File: config.mk
export PLATFORM = sky130hd
export DESIGN_NAME = mfcc_melbank_acc
export DESIGN_NICKNAME = d
export VERILOG_FILES = /design/src/rtl/mfcc_melbank_acc.sv
export SDC_FILE = /design/constraint.sdc
export NUM_CORES = 1
export LEC_CHECK = 0
export CAP_MARGIN = 40
export CORE_ASPECT_RATIO = 0.6
export CORE_MARGIN = 5
export CORE_UTILIZATION = 50
export CTS_BUF_LIST = sky130_fd_sc_hd__clkbuf_4
export DETAILED_ROUTE_END_ITERATION = 8
export PLACE_DENSITY = 0.79
export SYNTH_ARGS = -nofsm -noshare
export SYNTH_HDL_FRONTEND = slang
export SYNTH_SLANG_ARGS = --single-unit
File: constraint.sdc
create_clock -name clk -period 13.45 [get_ports clk]
set_clock_uncertainty 0.2 [all_clocks]
set_input_delay 3.3625 -clock clk [delete_from_list [all_inputs] [get_ports clk]]
set_output_delay 3.3625 -clock clk [all_outputs]
set_load 0.02 [all_outputs]
File: src/rtl/mfcc_melbank_acc.sv
// Mel filter energy accumulator: multiplies each power bin by its coefficient-ROM word and sums them over a frame.
// Optional macro MELBANK_ACC_SAT_EN makes the narrowed output saturate instead of wrap. ROM_LAT must be 1 or 2.
module mfcc_melbank_acc #(
   parameter int ADDR_WIDTH = 9,
   parameter int COEF_WIDTH = 8,
   parameter int POW_WIDTH  = 32,
   parameter int NUM_BINS   = 257,
   parameter int ROM_LAT    = 1,
   parameter int OUT_WIDTH  = 32,
   parameter int SHIFT      = 0
) (
   input  logic                  clk,
   input  logic                  rst_n,
   input  logic                  in_valid,
   output logic                  in_ready,
   input  logic [POW_WIDTH-1:0]  in_data,
   input  logic                  in_last,
   output logic [ADDR_WIDTH-1:0] rom_addr,
   input  logic [COEF_WIDTH-1:0] rom_data,
   output logic                  out_valid,
   input  logic                  out_ready,
   output logic [OUT_WIDTH-1:0]  out_data,
   output logic                  frame_err
);

   localparam int PROD_WIDTH = POW_WIDTH + COEF_WIDTH;
   localparam int ACC_WIDTH  = POW_WIDTH + COEF_WIDTH + ADDR_WIDTH;
   localparam logic [ADDR_WIDTH-1:0] LAST_BIN = ADDR_WIDTH'(NUM_BINS - 1);

   typedef enum logic [1:0] {
      ST_ACCUM,
      ST_DRAIN,
      ST_HOLD
   } state_t;

   state_t                  r_state;
   state_t                  w_next_state;
   logic                    w_beat;
   logic                    w_frame_end;
   logic [ADDR_WIDTH-1:0]   r_bin_cnt;
   logic                    r_err_pend;

   logic [POW_WIDTH-1:0]    r_dly_data  [ROM_LAT];
   logic                    r_dly_vld   [ROM_LAT];
   logic                    r_dly_last  [ROM_LAT];
   logic                    r_dly_first [ROM_LAT];

   logic [PROD_WIDTH-1:0]   r_prod;
   logic                    r_p_vld;
   logic                    r_p_last;
   logic                    r_p_first;

   logic [ACC_WIDTH-1:0]    r_acc;
   logic                    r_a_last;
   logic [OUT_WIDTH-1:0]    w_out;

   assign w_beat      = in_valid & in_ready;
   // A frame ends on in_last, or when the bin counter hits the last bin even without in_last.
   assign w_frame_end = w_beat & (in_last | (r_bin_cnt == LAST_BIN));

   // NOTE: state and datapath registers use non-blocking assignments and the async reset in the
   // sensitivity list, so every flop sees pre-edge values regardless of process order.
   always_ff @(posedge clk or negedge rst_n) begin
      if (!rst_n) r_state <= ST_ACCUM;
      else        r_state <= w_next_state;
   end

   // NOTE: every output of this block is given a default first so no path leaves it unassigned (no latch).
   always_comb begin
      w_next_state = r_state;
      in_ready     = 1'b0;
      case (r_state)
         ST_ACCUM: begin
            in_ready = 1'b1;
            if (w_frame_end) w_next_state = ST_DRAIN;
         end
         ST_DRAIN: begin
            if (r_a_last) w_next_state = ST_HOLD;
         end
         ST_HOLD: begin
            // out_valid has already dropped after the handshake: this is the single bubble cycle.
            if (!out_valid) w_next_state = ST_ACCUM;
         end
         default: w_next_state = ST_ACCUM;
      endcase
   end

   always_ff @(posedge clk or negedge rst_n) begin
      if (!rst_n) begin
         r_bin_cnt  <= '0;
         r_err_pend <= 1'b0;
         rom_addr   <= '0;
      end else if (w_beat) begin
         rom_addr  <= r_bin_cnt;
         r_bin_cnt <= w_frame_end ? '0 : r_bin_cnt + ADDR_WIDTH'(1);
         if (w_frame_end) r_err_pend <= ~in_last | (r_bin_cnt != LAST_BIN);
      end
   end

   // Power and frame flags wait ROM_LAT cycles so they meet the coefficient for the same bin.
   always_ff @(posedge clk or negedge rst_n) begin
      if (!rst_n) begin
         for (int i = 0; i < ROM_LAT; i++) begin
            r_dly_data[i]  <= '0;
            r_dly_vld[i]   <= 1'b0;
            r_dly_last[i]  <= 1'b0;
            r_dly_first[i] <= 1'b0;
         end
      end else begin
         r_dly_data[0]  <= in_data;
         r_dly_vld[0]   <= w_beat;
         r_dly_last[0]  <= w_frame_end;
         r_dly_first[0] <= (r_bin_cnt == '0);
         for (int i = 1; i < ROM_LAT; i++) begin
            r_dly_data[i]  <= r_dly_data[i-1];
            r_dly_vld[i]   <= r_dly_vld[i-1];
            r_dly_last[i]  <= r_dly_last[i-1];
            r_dly_first[i] <= r_dly_first[i-1];
         end
      end
   end

   always_ff @(posedge clk or negedge rst_n) begin
      if (!rst_n) begin
         r_prod    <= '0;
         r_p_vld   <= 1'b0;
         r_p_last  <= 1'b0;
         r_p_first <= 1'b0;
      end else begin
         r_prod    <= PROD_WIDTH'(r_dly_data[ROM_LAT-1]) * PROD_WIDTH'(rom_data);
         r_p_vld   <= r_dly_vld[ROM_LAT-1];
         r_p_last  <= r_dly_vld[ROM_LAT-1] & r_dly_last[ROM_LAT-1];
         r_p_first <= r_dly_first[ROM_LAT-1];
      end
   end

   // The first product of a frame overwrites the accumulator, so no separate clear cycle is needed.
   always_ff @(posedge clk or negedge rst_n) begin
      if (!rst_n) begin
         r_acc    <= '0;
         r_a_last <= 1'b0;
      end else begin
         r_a_last <= r_p_vld & r_p_last;
         if (r_p_vld) r_acc <= r_p_first ? ACC_WIDTH'(r_prod) : r_acc + ACC_WIDTH'(r_prod);
      end
   end

`ifdef MELBANK_ACC_SAT_EN
   logic [ACC_WIDTH-1:0] w_shifted;
   logic                 w_overflow;
   assign w_shifted  = r_acc >> SHIFT;
   assign w_overflow = |(w_shifted >> OUT_WIDTH);
   assign w_out      = w_overflow ? '1 : OUT_WIDTH'(w_shifted);
`else
   assign w_out      = OUT_WIDTH'(r_acc >> SHIFT);
`endif

   always_ff @(posedge clk or negedge rst_n) begin
      if (!rst_n) begin
         out_valid <= 1'b0;
         out_data  <= '0;
         frame_err <= 1'b0;
      end else if (r_state == ST_DRAIN && r_a_last) begin
         out_valid <= 1'b1;
         out_data  <= w_out;
         frame_err <= r_err_pend;
      end else if (out_valid && out_ready) begin
         out_valid <= 1'b0;
      end
   end

endmodule

==> key figures <==
Setup path
  • Top delay family on crit path: adder cells
  • Crit path launch type: primary input
  • Crit path max-delay cell type: clkdlybuf4s50_1
  • CP Data Required Time: 13.76 ns
  • Max Fanout on Critical Path: 27
  • Reg2reg end: r_prod[30]
  • Critical path class: primary input to flop
  • Critical path buffers and inverters: 3
  • Reg2reg setup slack: 7.56 ns
  • CP cell instances: clkdlybuf4s50_1 -> and2_1 -> fa_1 -> fa_1 -> fa_1 -> inv_1 -> fa_1 -> inv_1 -> ha_1 -> o21ai_0 -> nor2b_1 -> o21ai_0 -> a31o_2 -> a21boi_0 -> o21ba_2 -> o21ai_0 -> a211o_1
  • CP endpoint kind: flop
  • Worst r2r src: r_dly_data[4]
  • WP data arrival: 9.50 ns
  • Max stage delay on crit path: ~1.1 ns
  • Worst-case reg-to-reg path depth: 16
  • Most Frequent Cell on Critical Path: fa_1

Routing
  • Drt pass-1 iters: 5
  • Vias per cell: 5.44
  • Vias after detailed routing: 10000
  • Starting DRC count in detailed routing: 763
  • Routed WL: 29900 µm
  • Residual DRC count: 0
  • Antenna Violating Nets Remaining: 0
  • Avg WL per Cell: 16.2 µm

GRT
  • Initial antenna violation count: 0
  • GRT Util Overall: around a fifth
  • Largest net degree at the start of global routing: ~90
  • Overflow after GRT: 0
  • Number of global-route vias before repair: about 11000
  • Global-route wire length before repair: between 50000 and 60000 µm

Logic synthesis
  • Sequential area share after synthesis: between 20% and 30%
  • Syn avg cell area: slightly below 10 µm²
  • Synth unique cells: 64
  • #FFs+latches synth: roughly 160
  • Cell Area, Synth: 13700 µm²
  • Main synth FF type: dfrtp_1
  • Syn. warnings: 0
  • Ys async rst share: 100%
  • Net count after synthesis: approximately 1700
  • Post-synth EDFFs: 0
  • Cell count after synthesis: 1400

Cells and area
  • Most frequent cells in the layout: inv_1, and2_1, fa_1, dfrtp_1, nand2_1
  • Ratio of cells with drive above 1 in the final layout: about 6%
  • Fin nets: between 1500 and 2000
  • Util after Layout: a little under three fifths
  • N_diodes: 0
  • Area Growth Syn to Fin: 10.7%
  • FILL cells: approximately 2300
  • Most common cell after layout, fill and taps aside: inv_1

Clock network
  • CTS Root Cell: clkbuf_4
  • Reg clk slew, reported paths: around 0.15 ns
  • Hold Buf Count CTS: 0
  • CTS tree: done
  • Post-cts sizing count: 0
  • Clock Path Buffers: 2
  • CTS Buf Count: 17
  • Post-CTS Setup Inserts: 0
  • H-tree Lvls: 4
  • Skew-Pair Late Insertion Delay: a little over 0.6 ns
  • Total clock sinks: between 150 and 200

Job
  • Max Cap Viol: 0

Floorplanning
  • Vertical die dimension: about 140 µm
  • Core footprint: ~27000 µm²
  • Die area: 30800 µm²
  • Die X: 223 µm
  • Num rows: between 40 and 50
  • Starting Density: ~50%
  • Boundary pin count: between 80 and 90

Power and ir drop
  • P per Cell Area: between 200 and 250 nW/µm²
  • Leakage: ~7.2 nW
  • Worst IR Drop VDD: about 110 µV

Timing
  • Max Freq: between 0.1 and 0.15 GHz
  • TNS Setup: 0 ns
  • Minimum clock period: around 9.2 ns
  • Rel. slew slack: a little under two fifths
  • Period utilization: between 60% and 70%
  • Endpoints failing setup: 0
  • Slew @ Worst Pin: roughly 0.95 ns
  • RSZ-0062 raised after global routing: no
  • Max-slew violations: 0
  • Final Hold Viols: 0

Status
  • Status: finished clean

Worst hold path
  • Min-delay src: r_dly_first
  • Worst hold endpoint: r_p_first
  • Hold depth: 0
  • Hold Crit Class: flop to flop

Placed design
  • PortBufs: between 80 and 90
  • DP HPWL: 22600 µm
  • Final GP Congestion: just under 0.9
flip-flops by register name (all words and copies together), names as in the netlist:
register     cells
r_dly_last       1
r_acc           32
r_err_pend       1
r_p_vld          1
r_p_first        1
out_data        32
r_state          2
r_dly_data      32
frame_err        1
r_prod          32
r_dly_first      1
r_bin_cnt        9
r_p_last         1
r_a_last         1
rom_addr         9
out_valid        1
r_dly_vld        1
metrics by stage:
stage	setup WS [ns]	total power (W)	instance area, µm²	hold WS (ns)	instances
final	4.26	0.00320	15100	0.174	1843
after global routing	3.98	0.00355	15100	0.189	1843
after CTS	4.42	0.00321	15100	0.174	1843
after detailed placement	3.76	0.00290	14900	0.140	1811
after global placement	3.93	0.00282	14900	0.135	1811
after floorplan	5.10	0.00242	13700	0.131	1400
cell usage after synthesis, drive strengths merged, types with 3 or more instances:
master / n / share of area (%)
and2: 163 / 7.5
buf: 4 / 0.22
ha: 73 / 6.7
a31oi: 15 / 0.69
a21oi: 78 / 2.9
or3: 6 / 0.27
o21a: 7 / 0.38
nor2b: 20 / 0.92
a211oi: 8 / 0.48
nand3b: 3 / 0.16
o21ba: 3 / 0.22
nor2: 65 / 1.8
a221o: 3 / 0.23
nand4: 7 / 0.32
nand2b: 10 / 0.46
nand3: 14 / 0.51
a21o: 29 / 1.6
o21bai: 3 / 0.16
dfrtp: 158 / 29
mux2i: 8 / 0.59
xor2: 20 / 1.3
o21ai: 51 / 1.9
and3: 12 / 0.57
inv: 185 / 5.1
nor3: 5 / 0.18
nand4b: 3 / 0.19
nand2: 130 / 3.6
xnor2: 40 / 2.6
a211o: 4 / 0.26
mux2: 34 / 2.8
o211ai: 7 / 0.38
or2: 4 / 0.18
fa: 157 / 23
a41oi: 3 / 0.19
clkbuf: 42 / 1.2
how the worst max path moves through the flow:
stage                           start          to  slack (ns)  cells after the start
after CTS                 rom_data[5]  r_prod[30]        4.42                     17
after floorplan           rom_data[3]  r_prod[30]        5.10                     18
after global routing      rom_data[7]  r_prod[30]        3.98                     17
after detailed placement  rom_data[5]  r_prod[30]        3.76                     17
final                     rom_data[5]  r_prod[30]        4.26                     17
after global placement    rom_data[7]  r_prod[30]        3.93                     17
per-layer routing:
layer  wire length (µm)  part of all wire (%)  up-vias  global-route usage [%]
met4                328                   1.1        0                    4.19
li1                   -                     -     4656                       -
met3               1610                   5.4       31                    4.15
met1              14000                    47     5071                    29.3
met5                  0                     0        -                       0
met2              14000                    47      262                    33.1
layout make-up:
cell class | instances | area, µm² | area share [%]
Tap cell | 360 | 450 | 2.98
Timing Repair Buffer | 97 | 950 | 6.28
Clock inverter | 15 | 135 | 0.894
Inverter | 185 | 694 | 4.59
Clock buffer | 17 | 128 | 0.844
Multi-Input combinational cell | 1011 | 8810 | 58.3
Sequential cell | 158 | 3960 | 26.2
logic make-up after synthesis:
group	Yosys count	share of synthesized area, %
DFF	158	29.0
adders and majority gates	230	29.7
and+or+nand+nor	453	17.3
AOI/OAI and AO/OA	226	10.3
buffers and inverters	231	6.53
xor gates and xnor gates	60	3.85
muxes	42	3.39
report_power, final:
group	total (W)	leakage, nW	switching (W)	internal [W]
registers	0.000722	1.96	0.000106	0.000616
clock network	0.000289	0.124	0.000196	0.0000933
logic	0.00219	5.08	0.00123	0.000966
total	0.00320	7.16	0.00153	0.00167
No activity file was read; power rests on OpenSTA's default activity.
